### src/rtl/rtc_escritura.sv
// rtc_escritura: write-side sequencer for the RTC register bus.
// A start pulse latches either the time/date set (7 registers) or the timer
// set (3 registers). Each value goes out as one req/ack bus transaction, and
// the sequence ends with a transfer-command write. A missing ack aborts the
// sequence with a one-cycle err pulse.
module rtc_escritura #(
    parameter int unsigned ACK_TIMEOUT = 255,
    parameter logic [7:0]  CMD_ADDR    = 8'hF1,
    parameter logic [7:0]  CMD_TIME    = 8'hF0,
    parameter logic [7:0]  CMD_TIMER   = 8'hF2
) (
    input  logic       clk,
    input  logic       reset,
    input  logic       start,
    input  logic       sel,
    input  logic [7:0] Seg,
    input  logic [7:0] Min,
    input  logic [7:0] Hor,
    input  logic [7:0] Date,
    input  logic [7:0] Mes,
    input  logic [7:0] Year,
    input  logic [7:0] Day,
    input  logic [7:0] SegT,
    input  logic [7:0] MinT,
    input  logic [7:0] HorT,
    output logic [7:0] Direc,
    output logic [7:0] WD,
    output logic       wr_req,
    input  logic       wr_ack,
    output logic       busy,
    output logic       done,
    output logic       err
);

    // The last WAIT cycle that is still allowed to see an ack.
    localparam logic [7:0] TMO_LAST = 8'(ACK_TIMEOUT - 1);

    typedef enum logic [2:0] {
        S_IDLE, S_LOAD, S_REQ, S_WAIT, S_GAP, S_DONE, S_ERR
    } state_t;

    state_t     state, state_nx;
    logic       sel_q;
    logic [7:0] seg_q, min_q, hor_q, date_q, mes_q, year_q, day_q;
    logic [7:0] segt_q, mint_q, hort_q;
    logic [2:0] idx;
    logic [7:0] tmo_cnt;
    logic [7:0] tbl_addr, tbl_data;
    logic       last_entry;

    // Register table lookup: address/data pair for the current index.
    always_comb begin
        tbl_addr = 8'd0;
        tbl_data = 8'd0;
        case ({sel_q, idx})
            4'b0_000: begin tbl_addr = 8'd0;     tbl_data = seg_q;     end
            4'b0_001: begin tbl_addr = 8'd10;    tbl_data = min_q;     end
            4'b0_010: begin tbl_addr = 8'd20;    tbl_data = hor_q;     end
            4'b0_011: begin tbl_addr = 8'd30;    tbl_data = date_q;    end
            4'b0_100: begin tbl_addr = 8'd40;    tbl_data = mes_q;     end
            4'b0_101: begin tbl_addr = 8'd22;    tbl_data = year_q;    end
            4'b0_110: begin tbl_addr = 8'd24;    tbl_data = day_q;     end
            4'b0_111: begin tbl_addr = CMD_ADDR; tbl_data = CMD_TIME;  end
            4'b1_000: begin tbl_addr = 8'd26;    tbl_data = segt_q;    end
            4'b1_001: begin tbl_addr = 8'd16;    tbl_data = mint_q;    end
            4'b1_010: begin tbl_addr = 8'd5;     tbl_data = hort_q;    end
            4'b1_011: begin tbl_addr = CMD_ADDR; tbl_data = CMD_TIMER; end
            default:  begin tbl_addr = 8'd0;     tbl_data = 8'd0;      end
        endcase
    end

    // The command write is the final table entry for either set.
    assign last_entry = sel_q ? (idx == 3'd3) : (idx == 3'd7);

    // State register.
    always_ff @(posedge clk or negedge reset) begin
        if (!reset) state <= S_IDLE;
        else        state <= state_nx;
    end

    // Next-state and status outputs; all outputs decode from state so reset
    // clears them asynchronously.
    always_comb begin
        state_nx = state;
        wr_req   = 1'b0;
        done     = 1'b0;
        err      = 1'b0;
        busy     = (state != S_IDLE);
        case (state)
            S_IDLE: if (start) state_nx = S_LOAD;
            S_LOAD: state_nx = S_REQ;
            S_REQ:  state_nx = S_WAIT;
            S_WAIT: begin
                wr_req = 1'b1;
                // An ack in the timeout cycle still counts.
                if (wr_ack)                    state_nx = S_GAP;
                else if (tmo_cnt >= TMO_LAST)  state_nx = S_ERR;
            end
            S_GAP:  state_nx = last_entry ? S_DONE : S_LOAD;
            S_DONE: begin done = 1'b1; state_nx = S_IDLE; end
            S_ERR:  begin err  = 1'b1; state_nx = S_IDLE; end
            default: state_nx = S_IDLE;
        endcase
    end

    // Datapath: input latch, table index, bus address/data, timeout counter.
    always_ff @(posedge clk or negedge reset) begin
        if (!reset) begin
            sel_q   <= 1'b0;
            seg_q   <= 8'd0; min_q  <= 8'd0; hor_q  <= 8'd0; date_q <= 8'd0;
            mes_q   <= 8'd0; year_q <= 8'd0; day_q  <= 8'd0;
            segt_q  <= 8'd0; mint_q <= 8'd0; hort_q <= 8'd0;
            idx     <= 3'd0;
            tmo_cnt <= 8'd0;
            Direc   <= 8'd0;
            WD      <= 8'd0;
        end else begin
            case (state)
                S_IDLE: if (start) begin
                    sel_q  <= sel;
                    seg_q  <= Seg;  min_q  <= Min;  hor_q  <= Hor;
                    date_q <= Date; mes_q  <= Mes;  year_q <= Year;
                    day_q  <= Day;
                    segt_q <= SegT; mint_q <= MinT; hort_q <= HorT;
                    idx    <= 3'd0;
                end
                S_LOAD: begin
                    Direc   <= tbl_addr;
                    WD      <= tbl_data;
                    tmo_cnt <= 8'd0;
                end
                // Saturating count of unacknowledged WAIT cycles.
                S_WAIT: if (!wr_ack && tmo_cnt != 8'hFF) tmo_cnt <= tmo_cnt + 8'd1;
                S_GAP:  if (!last_entry) idx <= idx + 3'd1;
                default: ;
            endcase
        end
    end

endmodule

### config.mk
export PLATFORM = sky130hd
export DESIGN_NAME = rtc_escritura
export DESIGN_NICKNAME = d
export VERILOG_FILES = /design/src/rtl/rtc_escritura.sv
export SDC_FILE = /design/constraint.sdc
export NUM_CORES = 1
export LEC_CHECK = 0
export CAP_MARGIN = 20
export CORE_MARGIN = 5
export CORE_UTILIZATION = 40
export CTS_CLUSTER_DIAMETER = 200
export DETAILED_ROUTE_END_ITERATION = 10
export PLACE_DENSITY_LB_ADDON = 0.15
export SETUP_SLACK_MARGIN = 0.05
export SYNTH_ARGS = -nofsm -noshare
export SYNTH_HDL_FRONTEND = slang
export SYNTH_SLANG_ARGS = --single-unit
### constraint.sdc
create_clock -name clk -period 3.3 [get_ports clk]
set_input_delay 0.33 -clock clk [delete_from_list [all_inputs] [get_ports clk]]
set_output_delay 0.33 -clock clk [all_outputs]
set_load 0.05 [all_outputs]
==> metrics.txt, run 1 <==
proportion of synthesized chip area in sequential cells 52.9%; clk slew on worst S/H paths 70 ps; number of rows created at floorplan 41; commonest cells after routing, fill and taps aside 257 x nand2_1, 110 x dfrtp_1, 103 x clkdlybuf4s50_1; final weighted congestion in routability-driven placement 0.818; syn nets 668; critical path endpoint category output pin; postcts setup bufs 0; remaining global-route overflow 0; #FFs+latches synth 110; post-synthesis cell type count 49; clock tree from TritonCTS done; area of the mapped netlist 5210 um2; post-route antenna net violation count 0; leakage component of the power 0.00311 uW; Worst Hold Slack 15.4 ps; root cell of the clock tree clkbuf_16; post-route core utilization 52.1%; post-route insts no fill 831; type of the worst setup path reg2out; horizontal die dimension 124 um; Final Max Slew Viols 0; Final #Nets 748; data arrival time at the worst-slack endpoint 2000 ps; count of input and output buffers 104; overall die height 124 um; wire length of the first global-routing pass 22300 um; synthesized instance count 574; synthesis warning total 0; sequence of cells on the critical path and3b_1, clkdlybuf4s50_1; Worst IR Drop VDD 343 uV; startpoint class of the critical path flip-flop; Area growth syn-to-layout 26.8%; slowest library cell on the worst path clkdlybuf4s50_1; clk_lat worst skew 350 ps; end of the worst register-to-register path WD[7]; cell count of the worst reg-to-reg path 6; residual DRC count 0; first-pass iteration count of the detailed router 6; fin crit period 2330 ps; number of gates resized after cts 0; most frequently used flop master after synthesis dfrtp_1; Hold Buf Count CTS 0; number of buffers between clock root and the deepest sink 2; aggregate global-route resource usage 18.6%; Post-Route Skew 7.21 ps; most frequent standard cell in the layout excluding fill and tap cells nand2_1; TritonCTS Buffers 9; total of endpoints with negative setup slack in the final report 0; number of cells after detailed placement 815; total negative slack for setup checks 0 ps; relative max-transition margin 40.1%; initial antenna violation count 0; fraction of registers with async set/reset 100%; detailed-route via count 4335; WP data required 2970 ps; count of H-tree levels built during CTS 3; mean post-synth cell area 9.07 um2; vias in the first global route 4374; RSZ-0062 raised after global routing no; reported max-cap violation count 0; Max Fclk 429 MHz; hold crit path type in2async; number of synthesized flops with an enable pin 0; first-iteration detailed-routing DRC count 459; average wire per cell in the routed design 16.4 um; total power divided by cell area 886 nW/um2; number of top-level pins 105; result of the run finished, final reports clean; wire length after detailed routing 13600 um; Critical R2R Launch sel_q; number of filler instances in the final layout 1202; period utilization 70.6%; longest individual stage delay on the worst path 810 ps; slew at the pin with the worst max-slew slack 899 ps; Crit Path Max Fanout 15; number of sinks driven by the clock tree 110; Core Area 12700 um2; share of post-route cells with drive strength above 1 4.40%; largest net degree at the start of global routing 84; diode insertion count for antenna repair 0; final-report hold violation count 0; starting density of the core 41.1%; minimum setup slack among reg-to-reg paths 990 ps; drt via density 5.22; overall die area 15400 um2; total half-perimeter wirelength after legalization and detailed placement 9690 um
-- synthesized netlist by cell type, drive strengths merged, types with 4 or more instances --
cell / n / area share [%]
a21oi: 10 / 0.96
a222oi: 10 / 1.9
a22o: 13 / 2.2
a22oi: 16 / 2.3
a31oi: 6 / 1.0
buf: 36 / 4.5
dfrtp: 110 / 53
ha: 9 / 2.2
inv: 12 / 0.86
nand2: 258 / 19
nand3: 7 / 0.67
nand4: 4 / 0.48
nor2: 16 / 1.2
o21ai: 11 / 1.1
o221ai: 4 / 0.67
o22a: 4 / 0.67
o22ai: 4 / 0.48
o31ai: 4 / 0.77
-- power by group --
group	internal, uW	total [uW]	switching (uW)
Clock	717	1210	498
Combinational	874	2270	1400
Sequential	1910	2360	448
-- worst max path at each step --
stage | endpoint | from | depth (start not counted) | slack (ps)
after floorplan | done | state[2] | 3 | 1570
after CTS | wr_req | state[2] | 2 | 970
after detailed placement | WD[7] | sel_q | 6 | 1040
after global placement | WD[0] | sel_q | 6 | 1170
after global routing | WD[1] | sel_q | 6 | 760
final | wr_req | state[2] | 2 | 970
-- cell families after synthesis --
logic type | synth area share (%)
AND/OR/NAND/NOR | 23.6
adder cells (fa/ha/maj) | 2.16
AO/OA/AOI/OAI | 15.2
multiplexers | 0.192
buffers and inverters | 5.48
flip-flops | 52.9
XOR/XNOR | 0.505
-- sequential cells by signal (all words and copies together) (netlist names) --
register,flops
state,3
date_q,8
seg_q,8
tmo_cnt,8
hort_q,8
Direc,7
segt_q,8
year_q,8
mint_q,8
hor_q,8
min_q,8
mes_q,8
sel_q,1
WD,8
day_q,8
idx,3
-- critical path, delay by kind of cell, from the launching register on --
| family | cells | cell delay, ps |
|---|---|---|
| simple gates | 1 | 310 |
| buf+inv | 1 | 810 |
| flops | 1 | 540 |
-- per-stage QoR --
step | setup slack, ps | power (uW) | cell area, um2
2_1_floorplan | 1570 | 3960 | 5210
3_3_place_gp | 1170 | 4600 | 6260
3_5_place_dp | 1040 | 4650 | 6260
4_1_cts | 966 | 5890 | 6600
5_1_grt | 762 | 6250 | 6600
6_report | 969 | 5850 | 6600
-- final cells by class --
type / count / area (um2) / area share (%)
Clock inverter: 5 / 88.8 / 1.35
Clock buffer: 11 / 253 / 3.83
Tap cell: 172 / 215 / 3.26
Multi-Input combinational cell: 414 / 2170 / 32.9
Sequential cell: 110 / 2750 / 41.7
Inverter: 12 / 45.0 / 0.682
Timing Repair Buffer: 107 / 1070 / 16.3
-- per-layer routing --
layer  routed length, um  part of all wire (%)  track usage, %  up-vias
li1                    -                     -               -     2094
met1                6140                    45            25.7     2076
met2                6430                    47            29.4      143
met3                 789                   5.8            4.04       22
met4                 240                   1.8            5.61        0
met5                   0                     0               0        -
(Power assumes the default switching activity.)
==> run 2, diff against run 1 <==
- clock period: 3.3 -> 2.3 ns (I/O delays scaled with it)
==> metrics.txt, run 2 (synthesis gave the netlist of run 1 again) <==
result of the run finished, final reports clean; Post-Route Skew 8.90 ps (+1.69 ps); clock network fraction of design power 18.9% (-1.9 points); detailed-route via count 4294 (-0.95%); slew at the pin with the worst max-slew slack 614 ps (-285 ps); wire length after detailed routing 13800 um (+1.6%); clock tree from TritonCTS done; Worst IR Drop VDD 478 uV (+40%); Internal Pwr Total 5020 uW (+43%); root cell of the clock tree clkbuf_16; horizontal die dimension 124 um (unchanged); Critical R2R Launch idx[0]; total half-perimeter wirelength after legalization and detailed placement 10000 um (+3.4%); number of top-level pins 105 (unchanged); period utilization 90.9%; Crit Path Max Fanout 16 (+1); WP data required 2590 ps (-380 ps); net switching component of the power 3350 uW (+43%); clk slew on worst S/H paths 70 ps (about the same); count of H-tree levels built during CTS 3 (unchanged); number of rows created at floorplan 41 (unchanged); Sw Ratio 40.0% (about the same); relative contribution of sequential cells to total power 40.5% (about the same); starting density of the core 41.1% (unchanged); number of cells after detailed placement 824 (+1.1%); clk_lat worst skew 350 ps (about the same); RSZ-0062 raised after global routing no; timing endpoint of the critical path WD[0]; overall die area 15400 um2 (unchanged); most frequent standard cell in the layout excluding fill and tap cells nand2_1; fin crit period 2090 ps; drt via density 5.11 (-2.1%); final-report hold violation count 0 (unchanged); vias in the first global route 4451 (+1.8%); cell count of the worst reg-to-reg path 5 (-1); wire length of the first global-routing pass 22600 um (+1.6%); TritonCTS Buffers 9 (unchanged); Core Area 12700 um2 (unchanged); critical path endpoint category flip-flop; Area growth syn-to-layout 28.5%; aggregate global-route resource usage 18.9% (+0.26 points); worst setup path startpoint idx[0]; total negative slack for setup checks 0 ps (unchanged); number of sinks driven by the clock tree 110 (unchanged); count of input and output buffers 104 (unchanged); share of post-route cells with drive strength above 1 5.98% (+1.6 points); diode insertion count for antenna repair 0 (unchanged); end of the worst register-to-register path WD[0]; type of the worst setup path reg2reg; first-pass iteration count of the detailed router 6 (unchanged); minimum setup slack among reg-to-reg paths 210 ps (-780 ps); overall die height 124 um (unchanged); hold crit path type in2reg; remaining global-route overflow 0 (unchanged); first-iteration detailed-routing DRC count 389 (-15%); relative max-transition margin 59.0% (+19 points); residual DRC count 0 (unchanged); worst hold stages 3; post-route antenna net violation count 0 (unchanged); startpoint class of the critical path flip-flop; postcts setup bufs 0 (unchanged); initial antenna violation count 0 (unchanged); data arrival time at the worst-slack endpoint 2380 ps (+380 ps); post-route insts no fill 841 (+1.2%); Max Fclk 478 MHz; total power divided by cell area 1250 nW/um2 (+41%); total of endpoints with negative setup slack in the final report 0 (unchanged); Final #Nets 758 (+1.3%); largest net degree at the start of global routing 111 (+32%); final weighted congestion in routability-driven placement 0.823 (+0.57%); number of buffers between clock root and the deepest sink 2 (unchanged); commonest cells after routing, fill and taps aside 257 x nand2_1, 110 x dfrtp_1, 99 x clkdlybuf4s50_1; average wire per cell in the routed design 16.4 um (+0.43%); reported max-cap violation count 0 (unchanged); combinational power share 40.6% (+1.8 points); Final Max Slew Viols 0 (unchanged); leakage component of the power 0.00321 uW (+3.2%)
## run 2: cell types whose count changed in the layout (fill, tap and decap cells not counted), moves of 3 or more
cell             previous run  this run
buf_4                       3         9
buf_12                      1         4
dlymetal6s2s_1              0         4
clkdlybuf4s50_1           103        99
clkinv_2                    0         3
ha_1                        9         6
ha_2                        0         3
## run 2: worst min-delay path by stage
stage | startpoint | endpoint | slack [ps]
after floorplan | reset | Direc[0] | -70
after global placement | reset | tmo_cnt[6] | 350
after detailed placement | reset | tmo_cnt[6] | 350
after CTS | Mes[4] | mes_q[4] | 390
after global routing | Mes[4] | mes_q[4] | 410
final | Hor[2] | hor_q[2] | 400
## run 2: per-layer routing
metal / track usage, % / vias to the layer above / share of wire, %
met3: 3.32 / 12 / 4.6
met5: 0 / - / 0
met2: 30.5 / 101 / 48
met4: 5.82 / 0 / 1.3
li1: - / 2121 / -
met1: 26.0 / 2060 / 46
## run 2: per-stage QoR
stage	area, um2	util (%)	worst slack, ps	total power [uW]	hold slack, ps
floorplan	5210	-	575	5690	-65.6
global placement	6360	50.2	333	6740	351
detailed placement	6360	50.2	217	6830	353
CTS	6680	52.7	67.1	8440	394
global route	6690	52.8	77.9	8960	411
finish	6690	52.8	208	8380	404
## run 2: worst max-delay path: stages, from the launching register on
cell and delay (ps):
dfrtp_1 440, ha_1 580, o21ai_0 290, and3_1 260, a31oi_4 260, a22o_1 180
## run 2: repair_timing
item / 4_1_cts / 5_1_grt
hold buffers: 1 / 0
endpoints found under the setup margin: 0 / 8
gates resized for setup: 0 / 7
endpoints found under the hold margin: 102 / 0
## run 2: power by group through the flow
| stage | clock, uW | sequential (uW) | combinational, uW |
|---|---|---|---|
| after floorplan | 0 | 3430 | 2250 |
| after global placement | 0 | 3420 | 3320 |
| after detailed placement | 0 | 3420 | 3420 |
| after CTS | 1620 | 3390 | 3430 |
| after global routing | 1700 | 3490 | 3770 |
| final | 1580 | 3390 | 3400 |
## run 2: final cells by class
cell class | count | area (um2)
tap | 172 | 215
sequential | 110 | 2750
clock inverter | 4 | 45.0
inverter | 12 | 45.0
fill | 1216 | 5980
clock buffer | 12 | 256
timing repair buffer | 117 | 1200
multi-input combinational | 414 | 2180
==> run 3, diff against run 2 <==
- CTS_CLUSTER_SIZE: default -> 28
==> results of run 3 <==
The final DEF is identical to that of run 2; final timing and power are the same.
